<file path="src/rtl/drive_sequencer.sv">
// Two-channel H-bridge drive sequencer: shared-counter PWM, line-following decode,
// collision back-off and tone-directed junction manoeuvres.
module drive_sequencer #(
  parameter int unsigned CLK_HZ          = 50_000_000,
  parameter int unsigned PWM_HZ          = 80,
  parameter int unsigned CNT_W           = 20,
  parameter int unsigned FULL_PCT        = 40,
  parameter int unsigned HARD_PCT        = 30,
  parameter int unsigned VEER_PCT        = 25,
  parameter int unsigned MAX_PCT         = 80,
  parameter int unsigned BACKOFF_PERIODS = 20,
  parameter int unsigned TURN_PERIODS    = 48,
  parameter int unsigned BACK_PERIODS    = 96
) (
  input  logic       clk_i,
  input  logic       rst_ni,
  input  logic [3:0] dir_control_i,
  input  logic       col_detect_ni,
  input  logic       force_stop_i,
  input  logic       td_en_i,
  input  logic [2:0] td_dir_i,
  output logic       hb_en_a_o,
  output logic       hb_en_b_o,
  output logic       hb_in1_o,
  output logic       hb_in2_o,
  output logic       hb_in3_o,
  output logic       hb_in4_o,
  output logic [2:0] state_o,
  output logic       pwm_tick_o
);

  localparam int unsigned PERIOD   = CLK_HZ / PWM_HZ;
  localparam int unsigned FULL_EFF = (FULL_PCT > MAX_PCT) ? MAX_PCT : FULL_PCT;
  localparam int unsigned HARD_EFF = (HARD_PCT > MAX_PCT) ? MAX_PCT : HARD_PCT;
  localparam int unsigned VEER_EFF = (VEER_PCT > MAX_PCT) ? MAX_PCT : VEER_PCT;

  localparam logic [CNT_W-1:0] FULL_THR = CNT_W'(PERIOD * FULL_EFF / 100);
  localparam logic [CNT_W-1:0] HARD_THR = CNT_W'(PERIOD * HARD_EFF / 100);
  localparam logic [CNT_W-1:0] VEER_THR = CNT_W'(PERIOD * VEER_EFF / 100);
  localparam logic [CNT_W-1:0] CNT_LAST = CNT_W'(PERIOD - 1);

  localparam int unsigned TMR_MAX_A = (BACKOFF_PERIODS > TURN_PERIODS) ? BACKOFF_PERIODS
                                                                        : TURN_PERIODS;
  localparam int unsigned TMR_MAX   = (TMR_MAX_A > BACK_PERIODS) ? TMR_MAX_A : BACK_PERIODS;
  localparam int unsigned TMR_W     = (TMR_MAX > 2) ? $clog2(TMR_MAX) : 1;

  localparam logic [TMR_W-1:0] BACKOFF_LAST = TMR_W'(BACKOFF_PERIODS - 1);
  localparam logic [TMR_W-1:0] TURN_LAST    = TMR_W'(TURN_PERIODS - 1);
  localparam logic [TMR_W-1:0] BACK_LAST    = TMR_W'(BACK_PERIODS - 1);

  typedef enum logic [2:0] {
    StForwards  = 3'd0,
    StCollision = 3'd1,
    StBackoff   = 3'd2,
    StJunction  = 3'd3,
    StTurn      = 3'd4,
    StHalt      = 3'd5
  } state_e;

  typedef enum logic [1:0] {
    SpOff  = 2'd0,
    SpVeer = 2'd1,
    SpHard = 2'd2,
    SpFull = 2'd3
  } speed_e;

  typedef struct packed {
    speed_e a_spd;
    logic   a_rev;
    speed_e b_spd;
    logic   b_rev;
  } cmd_t;

  function automatic cmd_t mk_cmd(speed_e a_spd, logic a_rev, speed_e b_spd, logic b_rev);
    cmd_t c;
    c.a_spd = a_spd;
    c.a_rev = a_rev;
    c.b_spd = b_spd;
    c.b_rev = b_rev;
    return c;
  endfunction

  // Codes outside the table keep whatever the motors were last told to do.
  function automatic cmd_t decode_fwd(logic [3:0] code, cmd_t held);
    cmd_t c;
    case (code)
      4'b0000: c = mk_cmd(SpFull, 1'b0, SpFull, 1'b0);
      4'b0101: c = mk_cmd(SpVeer, 1'b0, SpFull, 1'b0);
      4'b0110: c = mk_cmd(SpVeer, 1'b1, SpFull, 1'b0);
      4'b0111: c = mk_cmd(SpFull, 1'b1, SpHard, 1'b0);
      4'b1001: c = mk_cmd(SpFull, 1'b0, SpVeer, 1'b0);
      4'b1010: c = mk_cmd(SpFull, 1'b0, SpVeer, 1'b1);
      4'b1011: c = mk_cmd(SpHard, 1'b0, SpFull, 1'b1);
      default: c = held;
    endcase
    return c;
  endfunction

  function automatic logic pwm_level(speed_e spd, logic [CNT_W-1:0] cnt);
    logic l;
    unique case (spd)
      SpVeer:  l = (cnt < VEER_THR);
      SpHard:  l = (cnt < HARD_THR);
      SpFull:  l = (cnt < FULL_THR);
      default: l = 1'b0;
    endcase
    return l;
  endfunction

  state_e           state_q, state_d;
  logic [CNT_W-1:0] cnt_q, cnt_d;
  logic [TMR_W-1:0] timer_q, timer_d;
  logic [TMR_W-1:0] turn_last_q, turn_last_d;
  logic             armed_q, armed_d;
  cmd_t             held_q, held_d;
  cmd_t             turn_q, turn_d;
  cmd_t             cmd_out;
  logic             en_a_q, en_a_d;
  logic             en_b_q, en_b_d;
  logic [3:0]       pins_q, pins_d;
  logic             pwm_tick;
  logic             collide;
  logic             a_on, b_on;

  assign pwm_tick = (cnt_q == CNT_LAST);
  assign collide  = ~col_detect_ni | force_stop_i;
  assign cnt_d    = pwm_tick ? '0 : cnt_q + CNT_W'(1);

  always_comb begin
    state_d     = state_q;
    held_d      = held_q;
    turn_d      = turn_q;
    turn_last_d = turn_last_q;
    armed_d     = armed_q;
    unique case (state_q)
      StForwards: begin
        if (dir_control_i[3:2] != 2'b11) armed_d = 1'b1;
        if (collide) begin
          state_d = StCollision;
        end else if (dir_control_i[3:2] == 2'b11) begin
          if (armed_q) state_d = StJunction;
        end else begin
          held_d = decode_fwd(dir_control_i, held_q);
        end
      end
      StCollision: begin
        if (!collide) state_d = StBackoff;
      end
      StBackoff: begin
        if (collide) state_d = StCollision;
        else if (pwm_tick && timer_q == BACKOFF_LAST) state_d = StForwards;
      end
      StJunction: begin
        // A tone arriving together with a collision is dropped.
        if (collide) begin
          state_d = StCollision;
        end else if (td_en_i) begin
          case (td_dir_i)
            3'd0: begin
              state_d     = StTurn;
              turn_d      = mk_cmd(SpFull, 1'b0, SpFull, 1'b0);
              turn_last_d = TURN_LAST;
            end
            3'd1: begin
              state_d     = StTurn;
              turn_d      = mk_cmd(SpHard, 1'b1, SpHard, 1'b0);
              turn_last_d = TURN_LAST;
            end
            3'd2: begin
              state_d     = StTurn;
              turn_d      = mk_cmd(SpHard, 1'b0, SpHard, 1'b1);
              turn_last_d = TURN_LAST;
            end
            3'd3: begin
              state_d     = StTurn;
              turn_d      = mk_cmd(SpHard, 1'b1, SpHard, 1'b0);
              turn_last_d = BACK_LAST;
            end
            3'd4:    state_d = StHalt;
            default: state_d = StJunction;
          endcase
        end
      end
      StTurn: begin
        if (collide) begin
          state_d = StCollision;
        end else if (pwm_tick && timer_q == turn_last_q) begin
          state_d = StForwards;
          armed_d = 1'b0;
        end
      end
      StHalt:  state_d = StHalt;
      default: state_d = StForwards;
    endcase
  end

  always_comb begin
    if (state_d != state_q) timer_d = '0;
    else if (pwm_tick)      timer_d = timer_q + TMR_W'(1);
    else                    timer_d = timer_q;
  end

  // Outputs are derived from the state being entered so they change on the same edge.
  always_comb begin
    cmd_out = '0;
    unique case (state_d)
      StForwards: cmd_out = held_d;
      StBackoff:  cmd_out = mk_cmd(SpHard, 1'b1, SpHard, 1'b1);
      StTurn:     cmd_out = turn_d;
      default:    cmd_out = '0;
    endcase
    a_on   = (cmd_out.a_spd != SpOff);
    b_on   = (cmd_out.b_spd != SpOff);
    en_a_d = pwm_level(cmd_out.a_spd, cnt_q);
    en_b_d = pwm_level(cmd_out.b_spd, cnt_q);
    pins_d = {a_on & cmd_out.a_rev, a_on & ~cmd_out.a_rev,
              b_on & ~cmd_out.b_rev, b_on & cmd_out.b_rev};
  end

  always_ff @(posedge clk_i or negedge rst_ni) begin
    if (!rst_ni) begin
      state_q     <= StForwards;
      cnt_q       <= '0;
      timer_q     <= '0;
      turn_last_q <= '0;
      armed_q     <= 1'b1;
      held_q      <= '0;
      turn_q      <= '0;
      en_a_q      <= 1'b0;
      en_b_q      <= 1'b0;
      pins_q      <= '0;
    end else begin
      state_q     <= state_d;
      cnt_q       <= cnt_d;
      timer_q     <= timer_d;
      turn_last_q <= turn_last_d;
      armed_q     <= armed_d;
      held_q      <= held_d;
      turn_q      <= turn_d;
      en_a_q      <= en_a_d;
      en_b_q      <= en_b_d;
      pins_q      <= pins_d;
    end
  end

  assign hb_en_a_o  = en_a_q;
  assign hb_en_b_o  = en_b_q;
  assign hb_in1_o   = pins_q[3];
  assign hb_in2_o   = pins_q[2];
  assign hb_in3_o   = pins_q[1];
  assign hb_in4_o   = pins_q[0];
  assign state_o    = state_q;
  assign pwm_tick_o = pwm_tick;

endmodule
</file>
<file path="config.mk">
export PLATFORM = sky130hd
export DESIGN_NAME = drive_sequencer
export DESIGN_NICKNAME = d
export VERILOG_FILES = /design/src/rtl/drive_sequencer.sv
export SDC_FILE = /design/constraint.sdc
export NUM_CORES = 1
export LEC_CHECK = 0
export ABC_AREA = 1
export BUFFER_PORTS_ARGS = -buffer_cell sky130_fd_sc_hd__buf_2
export CAP_MARGIN = 20
export CORE_ASPECT_RATIO = 0.9
export CORE_MARGIN = 2
export CORE_UTILIZATION = 55
export DETAILED_ROUTE_END_ITERATION = 16
export HOLD_SLACK_MARGIN = 0.05
export PLACE_DENSITY = 0.79
export SLEW_MARGIN = 10
export SYNTH_ARGS = -nofsm -noshare
export SYNTH_HDL_FRONTEND = slang
export SYNTH_SLANG_ARGS = --single-unit
</file>
<file path="constraint.sdc">
create_clock -name clk_i -period 1.9 [get_ports clk_i]
set_clock_uncertainty 0.15 [all_clocks]
set_input_delay 0.19 -clock clk_i [delete_from_list [all_inputs] [get_ports clk_i]]
set_output_delay 0.19 -clock clk_i [all_outputs]
set_load 0.02 [all_outputs]
</file>
* Word-level counts from Yosys, hierarchy flattened *
Index checks and enable logic that the tools add are counted.

storage, ports and cells
  bits of input ports = 12
  logic and storage cells = 109
  flip-flop bits (word level) = 56
  output and inout bits = 10

cells by class
  bitwise gates (word level) = 9
  equality and inequality tests = 32
  reductions and logical operators = 16
  order comparisons = 3
  mux-type cells = 31
  add/sub/neg operators = 2

operators with widths
  cell                     number
  $lt A20 B18 Y1 const B   3
  $pmux W6 S7              1
  $mux W6                  6
  $pmux W6 S3              2
  $mux W3                  10
  $add A20 B1 Y20 const B  1
  $eq A20 B20 Y1 const B   1
  $mux W20                 1
  $pmux W3 S6              1
  $eq A3 B2 Y1 const B     5
  $mux W7                  2
  $pmux W7 S2              1
  $eq A3 B3 Y1 const B     4
  $eq A4 B3 Y1 const B     3
  $eq A4 B4 Y1 const B     3
  $eq A2 B2 Y1 const B     5
  $reduce_bool A2 Y1       5
  $logic_not A3 Y1         3
  $ne A2 B2 Y1 const B     4
  $reduce_and A4 Y1        2
  $add A7 B1 Y7 const B    1
  $eq A7 B5 Y1 const B     1
  $eq A7 B7 Y1             1
  $eq A3 B1 Y1 const B     2
  14 further kinds         25

* Logic depth before layout (Yosys ltp) *
Gate-level depths: netlist of the first run.

  depth in word-level cells = 10
  gate-level depth with buffers = 15
  gate-level depth less buffers = 15

* Least setup slack after synthesis of the first run *
Ideal clock, no wire load.

  path kind = reg2reg
  start point = register state_q[0], in the netlist state_o[0]
  end point = register pins_q[1]
  data arrival time = 1641 ps
  library setup time = 120 ps
  buffers on the path = 0
  path slack = -11 ps
  period minus slack after synthesis = 1911 ps
  stages on the path, launching flop included = 12
  required time = 1630 ps
  cell sequence = dfrtp_1 > nand2_2 > nor2_2 > nand2_2 > clkinv_1 > a21oi_1 > nand2_2 > nor2_8 > nand2_1 > nor2_1 > nand3b_1 > nor2_1

between the ends
  elaborated cells on any way between the ends = 26
  those cells by class = eq/ne (7); mux (14); bitwise (2); reduce/logical (3)

RTL lines
  what                                              line      text
  start: declaration                                110       state_e state_q, state_d;
  start signal: assignment                          222       state_q <= StForwards;
  start signal: assignment                          233       state_q <= state_d;
  $eq A3 B3 Y1, or another cell as far along        135       unique case (state_q)
  $pmux W3 S6 *                                     135
  named net state_d[1]                              110
  $eq A3 B3 Y1, or another cell as far along        206       unique case (state_d)
  $pmux W6 S3 *                                     206
  $reduce_bool A2 Y1 or $not A1 Y1 (tied branches)  213, 217
  $and A1 B1 Y1 *                                   217       b_on & ~cmd_out.b_rev, b_on & cmd_out.b_rev};
  named net pins_d[1]                               120       logic [3:0] pins_q, pins_d;
  end signal: assignment                            242       pins_q <= pins_d;
  end: declaration                                  120

Mark *: on every way through the listed nets, which the timed path passes. The rest lies on a longest branch.
A chain may end at the register's enable or synchronous reset.

* Worst setup path after layout of the first run *
  start point = register cnt_q[0]
  end point = output port pwm_tick_o

between the ends
  longest elaborated chain between the ends = 1

ends and longest elaborated chain
  what                      line  text
  start: declaration        111   logic [CNT_W-1:0] cnt_q, cnt_d;
  start signal: assignment  234   cnt_q <= cnt_d;
  $eq A20 B20 Y1            125   assign pwm_tick = (cnt_q == CNT_LAST);
  end: declaration          29    output logic pwm_tick_o

No other way between the ends.

==> metrics.md, run 1 <==
| Metric | Value |
|---|---|
| Vias in the first global route | 3107 |
| Mapped Cells | 441 |
| Final Setup Violations | 15 |
| Initial core utilization | 56.54% |
| Min Tclk post-route | 2.026 ns |
| Yosys warns | 0 |
| Max incr delay on CP | 0.38 ns |
| Synth cell types | 45 |
| Placed cell count | 580 |
| Yosys reg bits | 52 |
| Min-Delay Path Class | input pin to flip-flop |
| Min-delay src | td_dir_i[0] |
| Cell at the slowest stage of the critical path | dfrtp_1 |
| Tot GR Track Use | 26.39% |
| Max-Cap Viols | 0 |
| Largest net degree at the start of global routing | 34 |
| CP cell instances | ha_2 > nand2_2 > inv_2 > nand4_1 > nor2_2 > buf_4 > buf_2 |
| Hold slack | 0.1179 ns |
| Worst Tran Pin Value | 0.4916 ns |
| RD Place Congestion | 0.9310 |
| Synth top area cells | dfrtp_1 (40%), nand2_1 (12%), nor2_1 (8.4%) |
| Violated checks | negative setup slack |
| Via count | 3220 |
| Clock H-tree levels | 2 |
| DRT antenna net count | 0 |
| Drc violations | 0 |
| Area leader, netlist | dfrtp_1 |
| Io pins | 22 |
| Pwr dens | 738.1 nW/um^2 |
| Final period util | 106.6% |
| Beginning of the critical path | cnt_q[0] |
| Delay-heaviest family, CP | buffers and inverters |
| Design Area, Final | 4200 sq um |
| FF-to-FF Start | state_o[2] |
| Post-DR wirelength/cell | 13.87 microns |
| Final Max Tran Viols | 0 |
| Power Total | 3.100 mW |
| Clock Sinks | 52 |
| Final net count | 546 |
| Max Fclk | 493.5 MHz |
| Slew HR | 67.23% |
| Clock slew at reported path FFs | 0.09 ns |
| Ant diodes | 0 |
| Total gr overflow | 0 |
| Hpwl dp | 6057 microns |
| Outcome | finished, violations left |
| Worst EP required | 1.56 ns |
| Final hold viol count | 0 |
| Antenna violations before repair | 0 |
| CTS tree | done |
| CTS Root Cell | clkbuf_8 |
| Most frequent cells in the layout | nand2_1 (90), inv_1 (62), buf_4 (61), nor2_1 (57), dfrtp_1 (48) |
| Leakage | 2.218 nW |
| Most common cell after layout, fill and taps aside | nand2_1 |
| Die W | 84.41 microns |
| VDD IR max | 0.0005994 V |
| RSZ-0062 raised after global routing | true |
| Crit-path max FO | 10 |
| Core area | 5660 sq um |
| First-pass GRT wire length | 13830 microns |
| Layout cells sized above 1 | 33.40% |
| Drt pass-1 iters | 5 |
| Iteration-0 DRC Markers | 264 |
| Syn avg cell area | 7.258 sq um |
| Placement row count | 26 |
| Port bufs | 21 |
| Placed inst area | 3776 sq um |
| Layout area overhead | 31.24% |
| Non-Filler Instances | 603 |
| Worst skew pair latency | 0.31 ns |
| Die H | 76.37 microns |
| Synthesized area | 3201 sq um |
| Total CTS buffers | 5 |
| Critical Path Sink Type | output pin |
| PnR worst setup slack | -0.1263 ns |
| Worst path bufs/invs | 3 |
| Syn nets | 455 |
| Startpoint types | flip-flop |
| Via density | 5.340 |
| Worst Path Arrival | 1.69 ns |
| Clock Tree Buf Depth | 2 |
| Die ar. | 6446 sq um |
| Area share of the largest cell type after synthesis | 39.87% |
| DRT Wirelength | 8366 microns |
| Critical path class | flip-flop to output pin |
| Seq/Total Area, Yosys | 40.70% |
| Final Util | 74.20% |
-- routing by layer --
| metal | GRT usage (%) | vias up | wire, microns |
|---|---|---|---|
| li1 | - | 1592 | - |
| met1 | 36.87 | 1516 | 3816 |
| met2 | 42.14 | 100 | 4065 |
| met3 | 5.309 | 12 | 384 |
| met4 | 7.143 | 0 | 99 |
| met5 | 0 | - | 0 |
-- Yosys cell counts (all sizes together) --
library cell  instances
a21o                  1
nor3b                 3
nand4                 9
or2                   2
nand3b                3
o211ai                2
o31ai                 2
o21ai                20
a21oi                14
o22ai                 1
inv                  72
a22oi                 2
dfstp                 1
o21bai                2
a211oi                3
xnor2                 1
nor4                  3
buf                   3
o21a                  1
clkinv                1
xor2                 10
nand2               106
ha                    2
dfrtp                51
nor2                 79
a31oi                 1
nand3                36
nor3                  9
clkbuf                1
-- registers in the layout, indices dropped and copies added, names as in the netlist --
| name | count |
|---|---|
| armed_q | 1 |
| cnt_q | 20 |
| hb_en_a_o | 1 |
| hb_en_b_o | 1 |
| held_q | 6 |
| pins_q | 4 |
| state_o | 3 |
| timer_q | 7 |
| turn_last_q | 3 |
| turn_q | 6 |
-- timing repair --
item,in CTS,in global routing
endpoints found under the setup margin,14,25
buffers inserted,5,7
hold buffers,2,0
pin swaps,11,24
gates cloned,1,0
gates resized for setup,21,35
endpoints found under the hold margin,20,0
-- worst reg2reg max path, cell delays in order, from the launching register on --
cell and delay (ns):
dfrtp_2 0.46, nor2_2 0.17, nand2_2 0.08, buf_4 0.14, nor3_4 0.16, inv_2 0.13
nand2_1 0.08, nand2_1 0.10, nand3_2 0.12, nand2_2 0.07, nor2_2 0.16, nor2_1 0.08
-- kinds of logic after synthesis --
kind of cell / synth area share [%]
and+or+nand+nor: 36.63
buffers and inverters: 9.226
DFF: 40.70
AOI/OAI and AO/OA: 9.656
xor gates and xnor gates: 3.010
adders and majority gates: 0.7817
-- path summary, 6_finish.rpt --
path	slack, ns	cells past startpoint	to
max	-0.13	7	pwm_tick_o
min	0.12	3	turn_q[3]
max reg2reg	-0.12	11	pins_q[3]
min reg2reg	0.32	2	turn_q[2]
max in group asynchronous	0.78	3	armed_q
min in group asynchronous	0.22	2	held_q[2]
-- metrics by stage --
step / setup TNS [ns] / setup WS, ns
2_1_floorplan: 0 / 0.02419
3_3_place_gp: -0.2287 / -0.08528
3_5_place_dp: -0.8659 / -0.1690
4_1_cts: -0.6859 / -0.09106
5_1_grt: -3.436 / -0.2503
6_report: -1.378 / -0.1263
-- report_power, final --
part           internal (mW)  total, mW  switching, mW
Combinational          0.373      0.988          0.615
Clock                  0.392      0.763          0.371
Sequential              1.27       1.35         0.0770
-- area by class of cell --
cell class	count	area, sq um
clock buffer	6	72.57
clock inverter	2	35.03
fill	447	1460
inverter	73	274.0
multi-input combinational	313	1799
sequential	52	1306
tap	70	87.58
timing repair buffer	87	625.6
(Power assumes the default switching activity.)
==> run 2, diff against run 1 <==
CORE_UTILIZATION = 61   (was 55)
PLACE_DENSITY = 0.8   (was 0.79)
clock period = 1.97 ns   (was 1.9 ns; I/O delays follow)
==> run 2 against run 1 <==
The flow still finishes with violations (negative setup slack). Sequential power is 4% lower. Utilization increased by 4.7 points. Worst setup slack gained 0.0092 ns. Sequential share of layout area increased by 0.99 points.
==> metrics.md, run 2 (synthesis results as in run 1) <==
| Metric | Value |
|---|---|
| CP cell instances | inv_1 > nand2_1 > nor2_2 > nand3_2 > nor2_4 > nand2_2 > a21oi_4 > nand3_2 > nand2_1 > nor2_1 > nand3_1 > nand2_1 |
| Worst path bufs/invs | 1 |
| Final net count | 529 |
| Iteration-0 DRC Markers | 401 |
| Most common cell after layout, fill and taps aside | nand2_1 |
| Ant diodes | 0 |
| Final period util | 105.9% |
| Hpwl dp | 5762 microns |
| Most frequent cells in the layout | nand2_1 (85), inv_1 (59), nor2_1 (57), dfrtp_1 (48), buf_4 (46) |
| Clock Sinks | 52 |
| Vias in the first global route | 2777 |
| Cell mode on critical path | nand2_1 |
| Min-Delay Path Class | input pin to flip-flop |
| Top reg by flops | cnt_q |
| Max incr delay on CP | 0.44 ns |
| Largest net degree at the start of global routing | 25 |
| Die W | 80.36 microns |
| CTS tree | done |
| DRT Wirelength | 8416 microns |
| Setup Slack @ Placement | -0.06566 ns |
| Clock Tree Buf Depth | 2 |
| Max-Cap Viols | 0 |
| Total CTS buffers | 5 |
| Pwr dens | 693.1 nW/um^2 |
| Leakage | 2.156 nW |
| Min Tclk post-route | 2.087 ns |
| RD Place Congestion | 0.9558 |
| Antenna violations before repair | 0 |
| Worst Path Arrival | 2.15 ns |
| Max Fclk | 479.1 MHz |
| Setup TNS | -1.034 ns |
| Core area | 5161 sq um |
| Clock H-tree levels | 2 |
| Post-DR wirelength/cell | 14.44 microns |
| Outcome | finished, violations left |
| Final Max Tran Viols | 0 |
| Via count | 3186 |
| Layout cells sized above 1 | 31.98% |
| Violated checks | negative setup slack |
| Final Setup Violations | 13 |
| Total gr overflow | 0 |
| Delay-heaviest family, CP | simple AND/OR/NAND/NOR gates |
| Initial core utilization | 62.01% |
| RSZ-0062 raised after global routing | true |
| Final hold viol count | 0 |
| Worst Tran Pin Value | 0.4453 ns |
| Hold slack | 0.07889 ns |
| Layout area overhead | 27.17% |
| Worst EP required | 2.04 ns |
| Via density | 5.465 |
| Die ar. | 5843 sq um |
| Worst skew pair latency | 0.32 ns |
| Placement row count | 25 |
| Largest registers | cnt_q x20, timer_q x7 |
| First-pass GRT wire length | 12540 microns |
| Clock slew at reported path FFs | 0.10 ns |
| Io pins | 22 |
| VDD IR max | 0.0006371 V |
| Final Util | 78.86% |
| Drc violations | 0 |
| Slew HR | 70.31% |
| Die H | 72.72 microns |
| PnR worst setup slack | -0.1170 ns |
| Critical path class | flip-flop to flip-flop |
| Cell at the slowest stage of the critical path | dfrtp_1 |
| Crit-path max FO | 6 |
| Startpoint types | flip-flop |
| Critical Path Sink Type | flip-flop |
| CTS Root Cell | clkbuf_8 |
| Port bufs | 21 |
| DRT antenna net count | 0 |
| Drt pass-1 iters | 6 |
| Tot GR Track Use | 28.13% |
| Largest register FFs | 20 |
[run 2: metal layers]
metal | share of wire, % | wire [microns] | vias up | GRT usage, %
li1 | - | - | 1553 | -
met1 | 43 | 3588 | 1479 | 37.81
met2 | 48 | 4077 | 119 | 46.02
met3 | 5.8 | 492 | 35 | 5.322
met4 | 3.1 | 257 | 0 | 9.793
met5 | 0 | 0 | - | 0
[run 2: worst reg2reg max path: cells and delay by family, from the launching register on]
family | cells | cell delay (ns)
buffers and inverters | 1 | 0.12
AO/OA/AOI/OAI | 1 | 0.28
flip-flops | 1 | 0.44
AND/OR/NAND/NOR | 10 | 0.98
[run 2: layout make-up]
class	count	area (sq um)
Fill cell	373	1091
Tap cell	67	83.83
Multi-Input combinational cell	313	1814
Clock buffer	6	82.58
Clock inverter	2	10.01
Timing Repair Buffer	70	496.7
Inverter	73	276.5
Sequential cell	52	1306
[run 2: timing repair]
item,in CTS,in global routing
hold buffers,2,0
endpoints found under the setup margin,8,22
pin swaps,2,16
gates resized for setup,14,51
gates cloned,1,0
endpoints found under the hold margin,41,0
setup buffers,2,10
[run 2: path summary, 6_finish.rpt]
path | start | to | slack [ns] | depth (start not counted)
setup / recovery | cnt_q[12] | hb_en_a_o | -0.12 | 12
setup reg to reg | cnt_q[12] | hb_en_a_o | -0.12 | 12
min in group asynchronous | rst_ni | cnt_q[11] | 0.19 | 2
max in group asynchronous | rst_ni | armed_q | 0.87 | 3
hold reg to reg | turn_q[2] | turn_q[2] | 0.34 | 2
hold / removal | td_dir_i[2] | turn_last_q[4] | 0.08 | 3
[run 2: through the flow]
stage	instances	power [mW]	cell area (sq um)
finish	583	2.821	4070
global route	583	2.963	4070
CTS	573	2.751	3821
detailed placement	560	2.085	3643
global placement	560	2.052	3643
floorplan	441	1.840	3201
[run 2: power breakdown]
part | internal [mW] | total, mW | switching (mW)
Clock | 0.281 | 0.642 | 0.360
Combinational | 0.310 | 0.882 | 0.572
Sequential | 1.23 | 1.30 | 0.0701
Total | 1.82 | 2.82 | 1.00
==> run 3, diff against run 2 <==
CORE_ASPECT_RATIO = 2   (was 0.9)
==> run 3 against run 2 <==
The flow still finishes with violations (negative setup slack). Maximum frequency shrank 4.8%. First-iteration DRC count shrank 52%. Via count grew 2.1%. Critical path depth grew 2. Utilization grew 2.3 points. Wire length grew 9.0%. Worst setup slack lost 0.10 ns. Global-route usage grew 3.9 points. Non-clock buffer count grew 13. Sequential share of layout area shrank 0.55 points. Highest routed layer unchanged.
==> metrics.md, run 3 (synthesis results as in run 1) <==
| Metric | Value |
|---|---|
| Outcome | finished, violations left |
| Violated checks | negative setup slack |
| Final Max Tran Viols | 0 |
| Core area | 5092 sq um |
| Drt pass-1 iters | 4 |
| Pwr dens | 722.3 nW/um^2 |
| Placement row count | 37 |
| RD Place Congestion | 0.9260 |
| VDD IR max | 0.0008155 V |
| Largest register FFs | 20 |
| Layout cells sized above 1 | 32.51% |
| DRT Wirelength | 9174 microns |
| Io pins | 22 |
| Non-Filler Instances | 587 |
| Layout area overhead | 29.12% |
| Placed cell count | 559 |
| Port bufs | 21 |
| Post-DR wirelength/cell | 15.63 microns |
| Final Util | 81.15% |
| Ant diodes | 0 |
| Hpwl dp | 6571 microns |
| Clock Tree Buf Depth | 2 |
| Startpoint types | flip-flop |
| Most frequent cells in the layout | nand2_1 (88), inv_1 (61), nor2_1 (60), buf_4 (60), dfrtp_1 (50) |
| Vias in the first global route | 3310 |
| RSZ-0062 raised after global routing | true |
| Final period util | 111.3% |
| Worst skew pair latency | 0.33 ns |
| Design Area, Final | 4133 sq um |
| CTS tree | done |
| Most common cell after layout, fill and taps aside | nand2_1 |
| CTS Root Cell | clkbuf_8 |
| Leakage | 2.192 nW |
| DRT antenna net count | 0 |
| Die H | 106.4 microns |
| Via density | 5.542 |
| Total gr overflow | 0 |
| Final hold viol count | 0 |
| Largest net degree at the start of global routing | 22 |
| Final net count | 542 |
| Die ar. | 5878 sq um |
| Worst Path Arrival | 2.26 ns |
| Top reg by flops | cnt_q |
| Total CTS buffers | 5 |
| Placed inst area | 3680 sq um |
| Min-Delay Path Class | input pin to flip-flop |
| Antenna violations before repair | 0 |
| Tot GR Track Use | 31.99% |
| Worst Tran Pin Value | 0.4799 ns |
| Critical path class | flip-flop to flip-flop |
| Max-Cap Viols | 0 |
| Clock slew at reported path FFs | 0.09 ns |
| Min Tclk post-route | 2.192 ns |
| Drc violations | 0 |
| Clock H-tree levels | 2 |
| PnR worst setup slack | -0.2217 ns |
| Die W | 55.22 microns |
| Via count | 3253 |
| Clock Sinks | 52 |
| Max Fclk | 456.3 MHz |
| Setup Slack @ Placement | -0.1097 ns |
| Slew HR | 68.00% |
| Critical Path Sink Type | flip-flop |
| Largest registers | cnt_q x20, timer_q x7 |
| First-pass GRT wire length | 14470 microns |
| Initial core utilization | 62.85% |
| Crit-path max FO | 5 |
| Worst EP required | 2.04 ns |
| Final Setup Violations | 14 |
| Iteration-0 DRC Markers | 194 |
[run 3: cell types whose count changed in the layout (fill, tap and decap cells not counted), moves of 3 or more]
cell	change
buf_4	+14
nand2_1	+3
nor2_1	+3
o21ai_1	-3
[run 3: area by class of cell]
cell class	instances	area, sq um
multi-input combinational	313	1795
clock buffer	5	68.82
fill	346	959.7
clock inverter	3	42.54
timing repair buffer	83	575.6
tap	58	72.57
sequential	52	1304
inverter	73	274.0
[run 3: worst paths after layout]
path | depth (start not counted) | start | slack [ns] | to
max in group asynchronous | 3 | rst_ni | 0.83 | cnt_q[5]
min in group asynchronous | 2 | rst_ni | 0.20 | timer_q[4]
worst min register to register | 2 | held_q[2] | 0.36 | held_q[2]
worst max-delay path | 14 | cnt_q[1] | -0.22 | hb_en_a_o
worst min-delay path | 3 | td_dir_i[1] | 0.07 | turn_q[0]
worst max register to register | 14 | cnt_q[1] | -0.22 | hb_en_a_o
[run 3: timing repair]
item | in CTS | in global routing
resized for setup | 21 | 31
hold buffers | 2 | 0
endpoints found under the setup margin | 14 | 21
cloned | 1 | 0
hold endpoints to repair | 20 | 0
buffers inserted | 6 | 11
pin swaps | 8 | 18
[run 3: report_power, final]
part           internal (mW)  switching (mW)
Combinational          0.319           0.612
Sequential              1.23          0.0810
Clock                  0.376           0.371
[run 3: routing by layer]
metal	part of all wire (%)	global-route usage [%]
met5	0	0
met4	7.5	25.09
met3	2.8	5.109
met2	58	60.12
met1	32	29.02
[run 3: metrics by stage]
step / setup TNS [ns] / power (mW) / hold slack (ns)
4_1_cts: -0.3371 / 2.907 / 0.06171
6_report: -1.972 / 2.985 / 0.07200
5_1_grt: -4.052 / 3.117 / 0.08559
3_3_place_gp: -0.2401 / 2.062 / 0.02173
3_5_place_dp: -0.5146 / 2.099 / 0.02342
2_1_floorplan: 0 / 1.840 / -0.2486
[run 3: critical path, cell delays in order, from the launching register on]
cell and delay (ns):
dfrtp_1 0.37, ha_2 0.20, nand2_2 0.07, inv_2 0.08, nand2_2 0.06, nor2_4 0.10, nand4_1 0.10, nand2_2 0.12
nand2_4 0.10, nor2_4 0.24, nand3_1 0.18, nand2_1 0.11, nor2_1 0.05, nand3_1 0.08, nand2_1 0.07
